**src/rtl/fp_round_pack.sv**
```systemverilog
// IEEE-754 single-precision rounding and packing stage: rounds a normalized
// mantissa, resolves specials/overflow/underflow, 2-stage valid/ready pipeline.
module fp_round_pack #(
    parameter int MANT_W = 26,
    parameter int EXP_W  = 10
) (
    input  logic              clk,
    input  logic              arst_n,
    input  logic              en,
    input  logic              in_valid,
    output logic              in_ready,
    input  logic              sign_in,
    input  logic [MANT_W-1:0] mant_in,
    input  logic [EXP_W-1:0]  exp_in,
    input  logic              is_nan,
    input  logic              is_inf,
    input  logic              is_zero,
    input  logic [1:0]        rm,
    output logic              out_valid,
    input  logic              out_ready,
    output logic [31:0]       result,
    output logic              flag_ovf,
    output logic              flag_unf,
    output logic              flag_inx
);

    typedef enum logic [1:0] {
        RM_RNE = 2'b00,
        RM_RTZ = 2'b01,
        RM_RUP = 2'b10,
        RM_RDN = 2'b11
    } rm_t;

    logic             s1_valid, s2_valid;
    logic             s1_sign, s1_inx, s1_nan, s1_inf, s1_zero;
    rm_t              s1_rm;
    logic [22:0]      s1_frac;
    logic [EXP_W:0]   s1_e;

    logic             s2_adv, s1_adv;
    logic             lsb, g, rs, inc;
    logic [23:0]      sum;
    logic [22:0]      frac_next;
    logic [EXP_W:0]   e_next;

    logic [31:0]      res_next;
    logic             ovf_next, unf_next, inx_next;
    logic             e_over, e_under, to_inf;

    assign s2_adv    = en & (~s2_valid | out_ready);
    assign s1_adv    = s1_valid & s2_adv;
    assign in_ready  = en & (~s1_valid | s1_adv);
    assign out_valid = s2_valid;

    // Stage 1: rounding increment and carry-out into the exponent
    always_comb begin
        lsb = mant_in[3];
        g   = mant_in[2];
        rs  = mant_in[1] | mant_in[0];
        unique case (rm_t'(rm))
            RM_RNE:  inc = g & (rs | lsb);
            RM_RTZ:  inc = 1'b0;
            RM_RUP:  inc = ~sign_in & (g | rs);
            RM_RDN:  inc = sign_in & (g | rs);
            default: inc = 1'b0;
        endcase
        sum    = {1'b0, mant_in[MANT_W-1:3]} + 24'(inc);
        e_next = {exp_in[EXP_W-1], exp_in};
        if (sum[23]) begin
            frac_next = '0;
            e_next    = e_next + (EXP_W+1)'(1);
        end else begin
            frac_next = sum[22:0];
        end
    end

    always_ff @(posedge clk or negedge arst_n) begin
        if (!arst_n) begin
            s1_valid <= 1'b0;
            s1_sign  <= 1'b0;
            s1_inx   <= 1'b0;
            s1_nan   <= 1'b0;
            s1_inf   <= 1'b0;
            s1_zero  <= 1'b0;
            s1_rm    <= RM_RNE;
            s1_frac  <= '0;
            s1_e     <= '0;
        end else if (in_ready) begin
            s1_valid <= in_valid;
            if (in_valid) begin
                s1_sign <= sign_in;
                s1_inx  <= g | rs;
                s1_nan  <= is_nan;
                s1_inf  <= is_inf;
                s1_zero <= is_zero;
                s1_rm   <= rm_t'(rm);
                s1_frac <= frac_next;
                s1_e    <= e_next;
            end
        end
    end

    // Stage 2: exponent is signed, so range checks look at the sign bit first
    always_comb begin
        e_over   = ~s1_e[EXP_W] & (s1_e[EXP_W-1:0] >= EXP_W'(255));
        e_under  = s1_e[EXP_W] | (s1_e == '0);
        to_inf   = (s1_rm == RM_RNE) | ((s1_rm == RM_RUP) & ~s1_sign) |
                   ((s1_rm == RM_RDN) & s1_sign);
        res_next = {s1_sign, s1_e[7:0], s1_frac};
        ovf_next = 1'b0;
        unf_next = 1'b0;
        inx_next = s1_inx;
        if (s1_nan) begin
            res_next = 32'h7FC0_0000;
            inx_next = 1'b0;
        end else if (s1_inf) begin
            res_next = {s1_sign, 8'hFF, 23'h0};
            inx_next = 1'b0;
        end else if (s1_zero) begin
            res_next = {s1_sign, 31'h0};
            inx_next = 1'b0;
        end else if (e_over) begin
            res_next = to_inf ? {s1_sign, 8'hFF, 23'h0} : {s1_sign, 8'hFE, 23'h7F_FFFF};
            ovf_next = 1'b1;
            inx_next = 1'b1;
        end else if (e_under) begin
            res_next = {s1_sign, 31'h0};
            unf_next = 1'b1;
            inx_next = 1'b1;
        end
    end

    always_ff @(posedge clk or negedge arst_n) begin
        if (!arst_n) begin
            s2_valid <= 1'b0;
            result   <= '0;
            flag_ovf <= 1'b0;
            flag_unf <= 1'b0;
            flag_inx <= 1'b0;
        end else if (s2_adv) begin
            s2_valid <= s1_valid;
            if (s1_valid) begin
                result   <= res_next;
                flag_ovf <= ovf_next;
                flag_unf <= unf_next;
                flag_inx <= inx_next;
            end
        end
    end

endmodule

```
**config.mk**
```make
export PLATFORM = sky130hd
export DESIGN_NAME = fp_round_pack
export DESIGN_NICKNAME = d
export VERILOG_FILES = /design/src/rtl/fp_round_pack.sv
export SDC_FILE = /design/constraint.sdc
export NUM_CORES = 1
export LEC_CHECK = 0
export CORE_ASPECT_RATIO = 1.4
export CORE_MARGIN = 5
export CORE_UTILIZATION = 48
export DETAILED_ROUTE_END_ITERATION = 6
export GPL_ROUTABILITY_DRIVEN = 0
export GPL_TIMING_DRIVEN = 0
export PLACE_DENSITY_LB_ADDON = 0.25
export SETUP_SLACK_MARGIN = 0.5
export SLEW_MARGIN = 20
export SYNTH_ARGS = -nofsm -noshare
export SYNTH_HDL_FRONTEND = slang
export SYNTH_SLANG_ARGS = --single-unit
```
**constraint.sdc**
```tcl
create_clock -name clk -period 3.6 [get_ports clk]
set_input_delay 0.72 -clock clk [delete_from_list [all_inputs] [get_ports clk]]
set_output_delay 0.72 -clock clk [all_outputs]
set_load 0.02 [all_outputs]
```
# Word-level counts from Yosys, hierarchy flattened

Cells that the tools add are included.

Flip-flop bits (word level): 78
Bits of input ports: 47
Output and inout port bits: 37
Logic and storage cells: 72

Add/subtract/negate cells: 2
Order comparisons: 1
Equality and inequality tests: 5
Mux-type cells: 23
Bitwise logic cells: 22
Reduce and logical (&&, ||, !) cells: 5

Operators by type and width:

| cell                    | count |
|---|---|
| $mux W31                | 4 |
| $mux W32                | 1 |
| $add A23 B1 Y24         | 1 |
| $mux W24                | 1 |
| $mux W23                | 1 |
| $mux W1                 | 14 |
| $add A10 B2 Y11 const B | 1 |
| $logic_not A11 Y1       | 1 |
| $mux W11                | 1 |
| $ge A10 B8 Y1 const B   | 1 |
| $and A1 B1 Y1           | 9 |
| $eq A2 B2 Y1 const B    | 4 |
| $or A1 B1 Y1            | 8 |
| $not A1 Y1              | 5 |
| $logic_not A2 Y1        | 2 |
| $pmux W1 S4             | 1 |
| $reduce_and A2 Y1       | 2 |
| $eq A2 B1 Y1 const B    | 1 |

# Logic depth before layout (Yosys ltp)

Gate-level depths: netlist of run 1.

Word-level depth: 9
Depth in mapped cells: 11
Depth with buffers taken out: 10

# Least setup slack after synthesis of run 1

Ideal clock, no wire load.

Path type: input to register
Start: in rm[1]
End: reg s1_e[7]
Setup time: 141 ps
Data arrival time: 2483 ps
Data required time: 3459 ps
Path slack: 976 ps
Stages: 11
Path buffers: 1
Cells stage by stage: nor2b_1 mux2i_1 o21ai_0 a21oi_1 ha_1 and2_1 nand3_1 or3_4 clkbuf_1 o21ai_0 a31oi_1

Cells in the longest elaborated chain, start to end: 4
Elaborated cells on any way between the ends: 7
Those cells by class: 1 x add/sub; 3 x eq/ne; 2 x mux; 1 x reduce/logical

Ends and longest elaborated chain:

| item                                 | line | RTL |
|---|---|---|
| from (decl)                          | 18   | `input logic [1:0] rm,` |
| $eq A2 B2 Y1 (tied with other cells) | 60   | `unique case (rm_t'(rm))` |
| $pmux W1 S4 (*)                      | 60   |  |
| $add A23 B1 Y24 (*)                  | 67   | `sum = {1'b0, mant_in[MANT_W-1:3]} + 24'(inc);` |
| $mux W11 (*)                         | 69   | `if (sum[23]) begin` |
| to (signal assigned)                 | 98   | `s1_e <= e_next;` |
| to (decl)                            | 38   | `logic [EXP_W:0] s1_e;` |

Mark *: on every way between the ends. The rest lies on a longest branch, timed or not.
A chain may end at the register's enable or synchronous reset.

# Final worst setup path of run 1

Ends and elaborated chain as after synthesis.

==> metrics, run 1 <==
crit path DAT ~3.2 ns; Reg2Reg Depth 6; vias per cell roughly 5.5; DRT iter0 DRCs 180; Synth async-reset ratio 100%; H-tree Lvls 3; crit path launch type primary input; most used cell, CP o21ai_0; Switching Power 0.000818 W; CTS root buffer clkbuf_8; CP endpoint kind flip-flop; cts bufs inserted 9; CTS clk-pin slew, worst paths 0.07 ns; final net count 577; fin util 64.4%; Synthesized Nets 483; Post-DRT Antenna Nets 0; yosys warns 0; WP data required around 3.8 ns; Worst Setup Path Type in2reg; prevailing post-synth register cell dfrtp_1; # port buffers 81; number of synthesized flops with an enable pin 0; CP cell instances clkdlybuf4s50_1 -> nor2b_1 -> mux2i_1 -> o21ai_0 -> a21oi_1 -> ha_2 -> and2_4 -> nand3_2 -> or3_4 -> buf_2 -> o21ai_0 -> a31oi_1; Flop pwr share between 40% and 50%; Critical Path Max Stage Delay 0.45 ns; CP max FO 10; hpwl dp ~7.4 mm; reg2reg end result[8]$_DFFE_PN0P_; die span in y roughly 120 um; core area roughly 7800 um2; crit path time final 2.98 ns; hold slack 0.255 ns; fill count a little under 700; first-pass GRT wire length 15.7 mm; Post-Syn Area 3850 um2; Site Rows 38; Hold Violations, Final 0; r2r startpoint out_valid$_DFFE_PN0P_; Longest Clk Path Bufs 2; register area around 2000 um2; IO Count 84; Slew Limit Fails 0; simple-gate share of the synthesized area 25.4%; Post-Syn Instances between 400 and 500; largest area contributor in the netlist dfrtp_1; Clk pwr share 23.7%; outcome complete, no violations; Clock Latency Late Sink approximately 0.35 ns; final wirelength 9.45 mm; Rel. slew slack 49.2%; die area 9940 um2; Max Cap Viol 0; total track usage around a fifth; Overall Power between 0.002 and 0.003 W; compound-cell area share of the yosys netlist approximately an eighth; PwrDens a little over 500 nW/um2; P_leak approximately 2.1 nW; Sw Share about a third; hold crit path type in2async; area share of fa/ha/maj cells after synthesis approximately 1.3%; Initial Util around half; share of cells above drive strength 1 7.53%; largest net degree at the start of global routing 57; top cells by area, synth dfrtp_1, nand2_1, o21ai_0; #FFs+latches synth 78; synthesis-to-layout area growth 30.5%; area of the multi-input gates 1800 um2; reg2reg setup slack between 1 and 1.5 ns; setup violators final 0; CTS tree done; RSZ-0062 raised after global routing no; synthesized area per cell roughly 9 um2; Gate power share roughly 30%; skew final 0.00558 ns; Internal 0.00172 W; proportion of synthesized area in mux cells 0.520%; post-synth top area share 50.7%; library cells used by synthesis 39; final worst-path cycle share 82.6%; Pre-Repair DR Iteration Count 5; Die X 85.7 um; antenna cells 0; FMAX 0.336 GHz; Hold-fix buffers, CTS 0; Max IR drop VDD 0.235 mV; vias 3443; initial antenna violation count 0; vias in the first global route 3371; Residual DRC 0; grt total ovfl 0; largest family of logic cells by synthesized area simple AND/OR/NAND/NOR gates; register area share after synthesis 50.7%; routed length per instance about 15 um; CTS Sinks 78; Synth Area in XOR/XNOR 5.91%; slowest stage cell, crit path clkdlybuf4s50_1; Worst Max-Slew Pin Slew 0.755 ns
[worst max-delay path: cells and delay by family]
| kind | cells | cell delay (ns) |
|---|---|---|
| and+or+nand+nor | 4 | 0.88 |
| muxes | 1 | 0.13 |
| AOI/OAI and AO/OA | 4 | 0.53 |
| adders and majority gates | 1 | 0.26 |
| buffers and inverters | 2 | 0.65 |
[power by group through the flow]
stage               combinational (W)  sequential [W]  clock (W)
finish                       0.000757         0.00118   0.000603
global route                 0.000829         0.00120   0.000650
CTS                          0.000763         0.00118   0.000616
detailed placement           0.000761         0.00120          0
global placement             0.000739         0.00119          0
floorplan                    0.000274         0.00129          0
[per-layer routing]
layer	share of wire (%)	vias to the layer above	track usage (%)
li1	-	1686	-
met1	43	1650	24.7
met2	50	92	33.8
met3	5.2	15	4.05
met4	2.1	0	8.66
met5	0	-	0
[worst max-delay path by stage]
stage                start  slack, ns                       to
detailed placement   rm[1]      -0.06  s1_frac[14]$_DFFE_PN0P_
global placement    arst_n      -0.74   s1_frac[9]$_DFFE_PN0P_
finish               rm[1]       0.62      s1_e[7]$_DFFE_PN0P_
CTS                  rm[1]       0.50      s1_e[2]$_DFFE_PN0P_
floorplan            rm[1]       0.98      s1_e[7]$_DFFE_PN0P_
global route         rm[1]       0.53      s1_e[7]$_DFFE_PN0P_
[synthesized netlist by cell type, drive strengths merged (9+ instances only)]
cell    count
xnor2      16
xor2       10
o21ai      51
nor4       10
nor3        9
nand4      10
nand2      95
nor2       43
clkbuf     18
dfrtp      78
nand3      17
[layout make-up]
cell class | instances | area share, %
clock buffer | 13 | 3.36
multi-input combinational | 325 | 35.8
timing repair buffer | 83 | 16.8
tap | 100 | 2.49
sequential | 78 | 38.8
buffer | 23 | 1.89
inverter | 6 | 0.448
clock inverter | 3 | 0.349
[kinds of logic after synthesis]
kind of cell,after synthesis
AND/OR/NAND/NOR,209
AO/OA/AOI/OAI,84
flip-flops,78
buffers and inverters,29
XOR/XNOR,26
adder cells (fa/ha/maj),4
multiplexers,2
[layout by cell type (no fill, tap or decap), drive strengths merged]
master         count
o31ai              5
nor4              10
xor2              10
xnor2             16
a31oi              6
o21ai             51
and4               7
inv                6
a22o               3
nand3b             2
and2               2
o22ai              1
clkinvlp           1
nand2             95
nor3               9
a21boi             1
nand4             10
clkdlybuf4s50     80
a21oi              7
or3                6
o221a              7
nor2b              3
clkbuf            30
buf                9
o211ai             1
dfrtp             78
nor2              43
nand2b             3
mux2i              2
clkinv             2
nand3             17
ha                 4
a21o               1
a31o               1
and3               2
[stage by stage]
stage / std cells / setup WS (ns) / setup TNS [ns] / area (um2)
after floorplan: 432 / 0.976 / 0 / 3850
after global placement: 613 / -0.737 / -57.06 / 4790
after detailed placement: 614 / -0.0579 / -0.221 / 4810
after CTS: 630 / 0.502 / 0 / 5010
after global routing: 631 / 0.530 / 0 / 5020
final: 631 / 0.625 / 0 / 5020
[registers in the layout, indices dropped and copies added (netlist names)]
name	flops
flag_ovf	1
s1_zero	1
s1_inf	1
s1_rm	2
flag_inx	1
s1_e	11
s1_frac	23
s1_valid	1
flag_unf	1
s1_inx	1
s1_nan	1
s1_sign	1
out_valid	1
result	32
[what timing repair did]
item / in CTS / in global routing
pin swaps: 0 / 1
hold endpoints to repair: 0 / 0
cloned: 0 / 0
setup endpoints to repair: 14 / 13
gates resized for setup: 4 / 8
buffers inserted: 0 / 1
(Power assumes the default switching activity.)
==> run 2: changes to the inputs <==
--- a/config.mk
+++ b/config.mk
@@ -7,7 +7,7 @@
 export LEC_CHECK = 0
 export CORE_ASPECT_RATIO = 1.4
 export CORE_MARGIN = 5
-export CORE_UTILIZATION = 48
+export CORE_UTILIZATION = 46
 export DETAILED_ROUTE_END_ITERATION = 6
 export GPL_ROUTABILITY_DRIVEN = 0
 export GPL_TIMING_DRIVEN = 0
==> constraint.sdc (replaced) <==
create_clock -name clk -period 2.4 [get_ports clk]
set_input_delay 0.48 -clock clk [delete_from_list [all_inputs] [get_ports clk]]
set_output_delay 0.48 -clock clk [all_outputs]
set_load 0.02 [all_outputs]
==> metrics, run 2 (synthesized netlist as in run 1, its figures left out) <==
grt total ovfl 0; Rel. slew slack 61.6%; Post-DRT Antenna Nets 0; CTS clk-pin slew, worst paths approximately 0.050 ns; commonest non-fill, non-tap cell in the layout nand2_1; P_leak 2.34 nW; Worst Max-Slew Pin Slew slightly below 0.6 ns; Site Rows 39; Worst Setup Path Type in2reg; share of cells above drive strength 1 17.2%; Hold Violations, Final 0; setup violators final 0; final worst-path cycle share 87.6%; vias per cell 5.39; antenna cells 0; synthesis-to-layout area growth 41.5%; die area slightly above 10000 um2; Die X roughly 87 um; total track usage 20.3%; Longest Clk Path Bufs 2; Max IR drop VDD 0.543 mV; # port buffers 81; Top delay family on crit path simple AND/OR/NAND/NOR gates; crit path DAT roughly 2.4 ns; final wirelength slightly above 10 mm; max FFs per register 32; Critical Path Source mant_in[8]; Slew Limit Fails 0; final net count between 500 and 600; register area 1950 um2; CTS Sinks 78; first-pass GRT wire length about 17 mm; r2r startpoint s1_e[2]$_DFFE_PN0P_; PwrDens 779 nW/um2; area of the multi-input gates roughly 2000 um2; CP endpoint kind flip-flop; Max Cap Viol 0; Regs by FF count result x32, s1_frac x23, s1_e x11; Residual DRC 0; die span in y 118 um; routed length per instance 15.9 um; slowest stage cell, crit path clkdlybuf4s50_1; Setup TNS Final 0 ns; H-tree Lvls 3; initial antenna violation count 0; CTS root buffer clkbuf_16; hpwl dp 7.40 mm; CTS tree done; CP cell instances clkdlybuf4s50_1 -> and4_1 -> buf_6 -> nand4_4 -> or3_4 -> or3_1 -> a31oi_1; Clock Latency Late Sink roughly 0.33 ns; skew final 0.00417 ns; crit path time final 2.10 ns; largest net degree at the start of global routing 53; RSZ-0062 raised after global routing yes; IO Count 84; vias in the first global route 3411; reg2reg setup slack 0.65 ns; FMAX 0.476 GHz; DRT iter0 DRCs 198; WP data required about 2.7 ns; Overall Power 0.00425 W; Most flops, register result; hold crit path type in2async; fill count 650; CP max FO 5; cts bufs inserted 9; core area 8150 um2; crit path launch type primary input; Critical Path Max Stage Delay 0.49 ns; most frequent cells in the layout nand2_1, dfrtp_1, clkdlybuf4s50_1; Initial Util about 47%; vias 3505; Pre-Repair DR Iteration Count 4; Buf+Inv Stages, Crit Path 2; outcome complete, no violations
## run 2: cell count changes in the layout (fill, tap and decap cells not counted), sizes merged
| cell | change |
|---|---|
| clkinvlp | -1 |
| dlymetal6s2s | +1 |
| clkinv | -2 |
| clkbuf | +8 |
| dlygate4sd2 | +14 |
| buf | +19 |
| clkdlybuf4s50 | -22 |
## run 2: routing by layer
| layer | vias up | part of all wire (%) | GRT usage [%] |
|---|---|---|---|
| met5 | - | 0 | 0 |
| met4 | 0 | 1.8 | 7.20 |
| met3 | 11 | 3.9 | 3.69 |
| met2 | 79 | 52 | 33.3 |
| met1 | 1692 | 43 | 26.6 |
| li1 | 1723 | - | - |
## run 2: per-stage QoR
step           cells  instance area, um2  setup slack, ns  util, %  hold WS, ns
2_1_floorplan    432                3890            0.135        -        0.184
3_3_place_gp     615                4830            -1.70     59.3        0.450
3_5_place_dp     616                4860           -0.591     59.6        0.425
4_1_cts          646                5320            0.248     65.2       0.0634
5_1_grt          650                5450            0.205     66.9       0.0844
6_report         650                5450            0.297     66.9       0.0565
## run 2: timing repair
action | in CTS | in global routing
pin swaps | 13 | 19
endpoints found under the setup margin | 73 | 55
hold buffers | 0 | 0
cloned | 2 | 0
resized for setup | 81 | 37
setup buffers | 12 | 4
## run 2: report_power, final
| part | leakage (nW) | internal (W) | switching [W] |
|---|---|---|---|
| clock | 0.137 | 0.000787 | 0.000489 |
| sequential | 0.963 | 0.00159 | 0.000196 |
| combinational | 1.24 | 0.000567 | 0.000622 |
| total | 2.34 | 0.00294 | 0.00131 |
## run 2: area by class of cell
| cell class | instances | area share (%) |
|---|---|---|
| Timing Repair Buffer | 100 | 17.2 |
| Tap cell | 102 | 2.34 |
| Inverter | 6 | 0.413 |
| Buffer | 23 | 2.60 |
| Sequential cell | 78 | 35.8 |
| Clock buffer | 16 | 5.17 |
| Multi-Input combinational cell | 325 | 36.4 |
## run 2: path summary, 6_finish.rpt
path | to | cells past startpoint
max | s1_e[3]$_DFFE_PN0P_ | 7
min | out_valid$_DFFE_PN0P_ | 1
max reg2reg | result[8]$_DFFE_PN0P_ | 8
min reg2reg | result[31]$_DFFE_PN0P_ | 2
max in group asynchronous | s1_frac[8]$_DFFE_PN0P_ | 2
min in group clk | s1_sign$_DFFE_PN0P_ | 3
==> run 3: changes to the inputs <==
--- a/config.mk
+++ b/config.mk
@@ -7,7 +7,8 @@
 export LEC_CHECK = 0
 export CORE_ASPECT_RATIO = 1.4
 export CORE_MARGIN = 5
-export CORE_UTILIZATION = 46
+export CORE_UTILIZATION = 47
+export CTS_BUF_LIST = sky130_fd_sc_hd__clkbuf_2 sky130_fd_sc_hd__clkbuf_4 sky130_fd_sc_hd__clkbuf_8
 export DETAILED_ROUTE_END_ITERATION = 6
 export GPL_ROUTABILITY_DRIVEN = 0
 export GPL_TIMING_DRIVEN = 0
==> metrics, run 3 (synthesized netlist as in run 1, its figures left out) <==
outcome complete, no violations; Worst Max-Slew Pin Slew 0.662 ns; Final WS setup 0.265 ns; Max IR drop VDD 0.388 mV; fill count between 600 and 700; area of the multi-input gates 2020 um2; H-tree Lvls 3; Post-DP Area 4860 um2; grt total ovfl 0; Initial Util 47.5%; Residual DRC 0; Max Cap Viol 0; Pre-Repair DR Iteration Count 4; total track usage 20.7%; CTS Sinks 78; core area just over 8000 um2; Hold Violations, Final 0; crit path launch type primary input; cts bufs inserted 9; CP endpoint kind flip-flop; Longest Clk Path Bufs 2; CTS tree done; P_leak 2.35 nW; Worst Setup Path Type in2reg; PwrDens 753 nW/um2; pre-CTS setup slack -0.600 ns; IO Count 84; FMAX 0.468 GHz; vias per cell 5.47; Slew Limit Fails 0; share of cells above drive strength 1 between 10% and 20%; Site Rows 39; Die X slightly below 90 um; CTS clk-pin slew, worst paths around 0.08 ns; CTS root buffer clkbuf_8; commonest non-fill, non-tap cell in the layout nand2_1; crit path DAT 2.40 ns; Hold-fix buffers, CTS 0; Regs by FF count result x32, s1_frac x23, s1_e x11; first-pass GRT wire length 16.6 mm; vias about 3600; r2r startpoint out_valid$_DFFE_PN0P_; register area 1950 um2; post-route cell area between 5000 and 6000 um2; hold crit path type in2async; RSZ-0062 raised after global routing yes; initial antenna violation count 0; die area 10100 um2; skew final 0.00683 ns; final wirelength 10.1 mm; vias in the first global route 3431; synthesis-to-layout area growth 41.9%; final net count 593; setup violators final 0; DRT iter0 DRCs 216; routed length per instance 15.5 um; hpwl dp 7.32 mm; Clock Latency Late Sink between 0.3 and 0.4 ns; Post-DRT Antenna Nets 0; Most flops, register result; final worst-path cycle share 89.0%; max FFs per register 32; Critical Path Source rm[1]; most frequent cells in the layout nand2_1, dfrtp_1, clkdlybuf4s50_1; # port buffers 81; Rel. slew slack 55.8%; WP data required 2.67 ns; CP max FO 6; largest net degree at the start of global routing 53; antenna cells 0; die span in y 117 um; crit path time final 2.14 ns
[run 3: final cells by class]
cell class              instances  share of cell area (%)
flip-flops and latches         78                    35.7
repair buffers                 99                    17.5
multi-input cells             325                    36.9
well taps                     102                    2.33
plain buffers                  23                    2.75
inverters                       6                   0.412
clock buffers                   9                    2.27
clock inverters                 7                    2.06
[run 3: timing repair]
| item | 4_1_cts | 5_1_grt |
|---|---|---|
| buffers inserted | 10 | 6 |
| cloned | 1 | 0 |
| endpoints found under the setup margin | 64 | 69 |
| gates resized for setup | 91 | 32 |
| pin swaps | 16 | 21 |
[run 3: power breakdown]
group / switching, W / internal, W
sequential: 0.000196 / 0.00158
combinational: 0.000619 / 0.000562
clock: 0.000475 / 0.000685
total: 0.00129 / 0.00283
[run 3: worst paths after layout]
check	cells after the start	slack, ns	endpoint
max	11	0.26	s1_e[9]$_DFFE_PN0P_
min	1	0.03	out_valid$_DFFE_PN0P_
max reg2reg	5	0.63	s1_frac[12]$_DFFE_PN0P_
min reg2reg	2	0.47	result[31]$_DFFE_PN0P_
max in group asynchronous	2	1.79	result[8]$_DFFE_PN0P_
min in group clk	3	0.37	s1_sign$_DFFE_PN0P_
[run 3: through the flow]
step	total power [W]	hold slack [ns]	TNS, ns	std cells	utilization (%)
5_1_grt	0.00433	0.0586	0	649	67.5
3_5_place_dp	0.00294	0.424	-19.39	616	59.9
6_report	0.00412	0.0348	0	649	67.5
2_1_floorplan	0.00235	0.184	0	432	-
3_3_place_gp	0.00290	0.449	-150.02	615	59.6
4_1_cts	0.00410	0.0480	0	643	65.7
[run 3: metal layers]
layer | global-route usage [%] | vias up | wire length, um
met3 | 3.57 | 16 | 493
met2 | 35.0 | 87 | 5010
met5 | 0 | - | 0
met1 | 26.3 | 1728 | 4350
li1 | - | 1721 | -
met4 | 8.73 | 0 | 210
[run 3: critical path, stage by stage]
cell and delay [ns]:
buf_6 0.09, nor2b_4 0.11, mux2i_1 0.12, o21ai_1 0.11, a21oi_2 0.13, ha_2 0.23, and2_4 0.17, nand3_4 0.08
or3_4 0.38, or3_1 0.33, a31oi_1 0.17
